--- config.mk ---
export PLATFORM = sky130hd
export DESIGN_NAME = ram_write_ctrl
export DESIGN_NICKNAME = d
export VERILOG_FILES = /design/src/rtl/ram_dp_pkg.sv /design/src/rtl/ram_write_ctrl.sv
export SDC_FILE = /design/constraint.sdc
export NUM_CORES = 1
export LEC_CHECK = 0
export ABC_CLOCK_PERIOD_IN_PS = 1500
export CORE_UTILIZATION = 42
export CTS_CLUSTER_DIAMETER = 200
export CTS_CLUSTER_SIZE = 24
export DETAILED_ROUTE_END_ITERATION = 12
export GPL_TIMING_DRIVEN = 0
export HOLD_SLACK_MARGIN = 0.02
export PLACE_DENSITY = 0.75
export SETUP_SLACK_MARGIN = 0.02
export SYNTH_ARGS = -nofsm -noshare
export SYNTH_HDL_FRONTEND = slang
export SYNTH_SLANG_ARGS = --single-unit
--- constraint.sdc ---
create_clock -name write_clk -period 1.5 [get_ports write_clk]
set_input_delay 0.45 -clock write_clk [delete_from_list [all_inputs] [get_ports write_clk]]
set_output_delay 0.45 -clock write_clk [all_outputs]
set_load 0.01 [all_outputs]
--- src/rtl/ram_dp_pkg.sv ---
// Shared constants and state type for the dual-port RAM write path.
// Used by ram_write_ctrl, ram_dual_port and the bench.
package ram_dp_pkg;

    localparam int ADDR_W = 6;
    localparam int DATA_W = 8;
    localparam int DEPTH  = 2 ** ADDR_W;

    typedef enum logic [1:0] {
        IDLE  = 2'd0,
        WRITE = 2'd1,
        DONE  = 2'd2
    } wr_state_e;

endpackage

--- src/rtl/ram_write_ctrl.sv ---
// Frame write controller: accepts a start request with a base address and a
// beat count, then turns an upstream valid/ready byte stream into RAM write
// pulses at consecutive (wrapping) addresses.
// Optional feature: define RAM_WR_CHKSUM_EN to build the running frame
// checksum; without it the chksum port is tied to zero.
module ram_write_ctrl #(
    parameter int ADDR_W = ram_dp_pkg::ADDR_W,
    parameter int DATA_W = ram_dp_pkg::DATA_W,
    parameter int DEPTH  = ram_dp_pkg::DEPTH
) (
    input  logic              write_clk,
    input  logic              write_rst_n,
    input  logic              start,
    input  logic              abort,
    input  logic [ADDR_W-1:0] base_addr,
    input  logic [ADDR_W:0]   len,
    input  logic              in_valid,
    input  logic [DATA_W-1:0] in_data,
    output logic              in_ready,
    output logic              we,
    output logic [ADDR_W-1:0] write_addr,
    output logic [DATA_W-1:0] data,
    output logic              busy,
    output logic              done,
    output logic              err_len,
    output logic [ADDR_W:0]   wr_count,
    output logic [DATA_W-1:0] chksum
);

    import ram_dp_pkg::*;

    localparam int                LEN_W    = ADDR_W + 1;
    localparam logic [ADDR_W:0]   LEN_MAX  = LEN_W'(DEPTH);
    localparam logic [ADDR_W:0]   CNT_ONE  = 1;
    localparam logic [ADDR_W-1:0] ADDR_ONE = 1;

    wr_state_e         state;
    logic [ADDR_W-1:0] addr_q;
    logic [ADDR_W:0]   len_q;

    logic              accept;
    logic              len_ok;
    logic              frame_go;
    logic [ADDR_W:0]   count_next;

    // in_ready is only ever high in WRITE, so it alone qualifies a beat.
    assign accept     = in_valid && in_ready;
    assign len_ok     = (len != '0) && (len <= LEN_MAX);
    assign frame_go   = (state == IDLE) && start && len_ok;
    assign count_next = wr_count + CNT_ONE;

    // Frame FSM with all outputs registered alongside the state.
    // NOTE: every state element uses <= so all updates see pre-edge values.
    always_ff @(posedge write_clk or negedge write_rst_n) begin
        if (!write_rst_n) begin
            state      <= IDLE;
            addr_q     <= '0;
            len_q      <= '0;
            in_ready   <= 1'b0;
            busy       <= 1'b0;
            we         <= 1'b0;
            write_addr <= '0;
            data       <= '0;
            done       <= 1'b0;
            err_len    <= 1'b0;
            wr_count   <= '0;
        end else begin
            we      <= 1'b0;
            done    <= 1'b0;
            err_len <= 1'b0;

            // Beat path: one write pulse per accepted beat, one cycle later.
            if (accept) begin
                we         <= 1'b1;
                write_addr <= addr_q;
                data       <= in_data;
                addr_q     <= addr_q + ADDR_ONE;
                wr_count   <= count_next;
            end

            case (state)
                IDLE: begin
                    if (start) begin
                        if (len_ok) begin
                            addr_q   <= base_addr;
                            len_q    <= len;
                            wr_count <= '0;
                            in_ready <= 1'b1;
                            busy     <= 1'b1;
                            state    <= WRITE;
                        end else begin
                            err_len <= 1'b1;
                        end
                    end
                end
                WRITE: begin
                    // Abort wins over completion: no done for an aborted frame.
                    if (abort) begin
                        in_ready <= 1'b0;
                        busy     <= 1'b0;
                        state    <= IDLE;
                    end else if (accept && (count_next == len_q)) begin
                        in_ready <= 1'b0;
                        done     <= 1'b1;
                        state    <= DONE;
                    end
                end
                DONE: begin
                    busy  <= 1'b0;
                    state <= IDLE;
                end
                default: begin
                    in_ready <= 1'b0;
                    busy     <= 1'b0;
                    state    <= IDLE;
                end
            endcase
        end
    end

`ifdef RAM_WR_CHKSUM_EN
    // Running mod-2**DATA_W sum of the beats accepted in the current frame.
    always_ff @(posedge write_clk or negedge write_rst_n) begin
        if (!write_rst_n) begin
            chksum <= '0;
        end else if (frame_go) begin
            chksum <= '0;
        end else if (accept) begin
            chksum <= chksum + in_data;
        end
    end
`else
    assign chksum = '0;
`endif

endmodule

==> metrics.yaml <==
clock_latency_ns: 0.29
min_period_ns: 1.921
cp_max_fo: 3
arrival_ns: 2.15
violations: "setup timing"
ys_ff_latch: 41
outcome: "complete, but fails checks"
drt-total-wl_um: 5163
p_int_mw: 2.728
max_slew_margin_pct: 38.61
num-nets-final: 330
p_comb_share_pct: 37.2
layoutNonFillerInstCount: 355
area_delta_synth_final_pct: 59.25
antenna_found_initial: 0
seqPwrFrac_pct: 40.5
cp.depth: 8
num_rows: 24
grt_pass1_vias: 1714
power.share.clock_pct: 22.3
io_buffer_count: 51
ys_seq_area_share_pct: 52.46
dr.pass1.iters: 4
timing.hold.ws_ns: 0.2926
coreArea_um2: 4414
rr_worst_depth: 6
slowest_stage: "or4_4"
dieArea_um2: 4933
cp-start-kind: "input port"
globalplace.congestion: 0.7780
power.static_leakage_nw: 1.553
r2r_start: "wr_count[3]"
ys.warnings.count: 0
path_cells: "buf_6, or4_4, or4_4, buf_6, and2_4, buf_4, buf_6, nor2b_1"
required_ns: 1.73
cts.clk_slew.worst_paths_ns: 0.08
pin_count: 60
grt_pass1_wl_um: 8176
cp-end-kind: "flop"
cts_tree: "built"
crit_type: "input port to flop"
switching_power_mw: 1.402
synthDistinctLibCells: 35
antenna_left: 0
worstSetupStartpoint: "len[0]"
grtUsageTotal_pct: 21.41
clock_skew_ns: 0.006943
wire_per_inst_um: 14.54
drv_slew: 0
synth.area.top_cells: "dfrtp_1 (52%), nand2_1 (15%), xor2_1 (4.9%)"
die_h_um: 70.24
crit_top_cell: "buf_6"
clockRootBuffer: "clkbuf_8"
cts_buffer_depth: 2
drtIter0Drc: 116
place_inst: 322
tightest_slew_ns: 0.9209
timing.final.crit_share_pct: 128.0
numCtsBuffers: 5
die_w_um: 70.24
fillCellCount: 325
cts_max_level: 2
start_util_pct: 44.30
max_freq_mhz: 520.6
diodes: 0
power_density_nw_per_um2: 1326
synth_area_per_cell_um2: 9.225
routed_via_density: 5.023
grt_setup_unrepaired: "yes"
finalSetupViolations: 26
synth_top_cell_area_share_pct: 52.46
layout-drive-gt1-share_pct: 32.67
hpwl_um: 2888
grt_start_max_net_pins: 42
yosysTopAreaCell: "dfrtp_1"
reg2reg_setup_slack_ns: -0.29
swShare_pct: 33.95
cts.sinks: 41
min_path_type: "input port to asynchronous set/reset pin"
drv_cap: 0
cp_num_buf_inv: 4
setup_ws_ns: -0.4207
overflow: 0
num_vias: 1783
syn_inst: 212
syn_area_um2: 1956
route.detailed.drc: 0
postCtsHoldBufs: 0
worst_ir_drop_vdd_uv: 795.5
power_mw: 4.130
hold_viol_final: 0
cpPeakStageDelay_ns: 0.55
cp_top_family: "simple AND/OR/NAND/NOR gates"
-- routing by layer --
metal  GRT usage, %  wire length, µm  vias to the layer above
li1               -                -                      854
met1          28.50             2134                      849
met2          34.18             2594                       66
met3          3.608              279                       14
met4          9.556              154                        0
met5              0                0                        -
-- sequential cells by signal (all words and copies together), names as in the netlist --
signal      count
addr_q          6
busy            1
data            8
done            1
err_len         1
in_ready        1
len_q           7
state           2
we              1
wr_count        7
write_addr      6
-- Yosys cell counts (all sizes together) --
master and number:
a21oi 3, nor2b 1, o31ai 1, nand3 2, conb 1, o2111ai 1
o21ai 7, and3 4, a31oi 2, a32oi 1, xor2 11, clkbuf 2
nor2 12, buf 13, or2 1, nand2 79, nand4 3, a211oi 1
nor4 2, inv 3, or4 2, dfrtp 41, and2 3, nand3b 1
nand4bb 1, o211ai 1, xnor2 9, nor3 2, ha 2
-- power by group through the flow --
stage               logic [mW]  registers, mW  clock network [mW]
floorplan                0.593           1.76                   0
finish                    1.54           1.67               0.921
CTS                       1.42           1.66               0.936
global placement          1.28           1.70                   0
global route              1.68           1.71               0.981
detailed placement        1.31           1.70                   0
-- cells by family (layout without fill, tap and decap cells) --
logic type               after synthesis  in the layout  share of synthesized area, %
XOR/XNOR                              20             20                         8.957
AO/OA/AOI/OAI                         17             17                         5.631
flip-flops                            41             41                         52.46
buffers and inverters                 18            101                         6.142
other                                  1              8                        0.1918
adder cells (fa/ha/maj)                2              2                         1.279
AND/OR/NAND/NOR                      113            114                         25.34
-- metrics by stage --
step	setup slack [ns]	utilization, %	setup TNS [ns]	instance area, µm²
floorplan	-0.5531	-	-11.35	1989
global placement	-1.060	58.11	-76.56	2565
detailed placement	-1.073	57.99	-34.90	2560
CTS	-0.4083	67.26	-8.557	2969
global route	-0.4886	70.55	-9.785	3114
finish	-0.4207	70.55	-8.898	3114
-- worst register-to-register path, cell delays in order (launching register included) --
cell      delay (ns)
dfrtp_2         0.36
buf_4           0.13
and2_1          0.19
nand4_1         0.18
xnor2_1         0.49
nor3_2          0.11
a211oi_1        0.24
-- layout by cell type (no fill, tap or decap), types with 3 or more instances in the layout --
| master | instances |
|---|---|
| nand2_2 | 13 |
| and3_1 | 3 |
| dfrtp_2 | 3 |
| o21ai_1 | 5 |
| dlygate4sd2_1 | 23 |
| conb_1 | 8 |
| nor2_2 | 6 |
| buf_2 | 4 |
| nor2_1 | 5 |
| nand2_4 | 5 |
| buf_4 | 25 |
| dfrtp_1 | 38 |
| xnor2_1 | 9 |
| nand4_1 | 3 |
| nand2_1 | 61 |
| clkdlybuf4s50_1 | 19 |
| clkbuf_8 | 7 |
| xor2_1 | 11 |
| buf_6 | 11 |
-- worst paths after layout --
kind                          endpoint
min reg2reg                       busy
max                            err_len
max in group asynchronous  wr_count[2]
min                           len_q[4]
max reg2reg                   in_ready
min in group write_clk        len_q[2]
-- area by class of cell --
type	instances	area, µm²	share of cell area (%)
tap	52	65.06	2.089
clock buffer	7	86.33	2.772
timing repair buffer	76	721.9	23.18
sequential	41	1030	33.07
clock inverter	1	30.03	0.9642
buffer	14	133.9	4.299
inverter	3	11.26	0.3616
multi-input combinational	161	1036	33.27
-- what timing repair did --
item | in CTS | in global routing
resized for setup | 94 | 31
gates cloned | 3 | 0
setup buffers | 19 | 4
endpoints found under the hold margin | 0 | 0
setup endpoints to repair | 67 | 38
pin swaps | 19 | 19
Note: power is estimated with default switching activity, not from simulation.
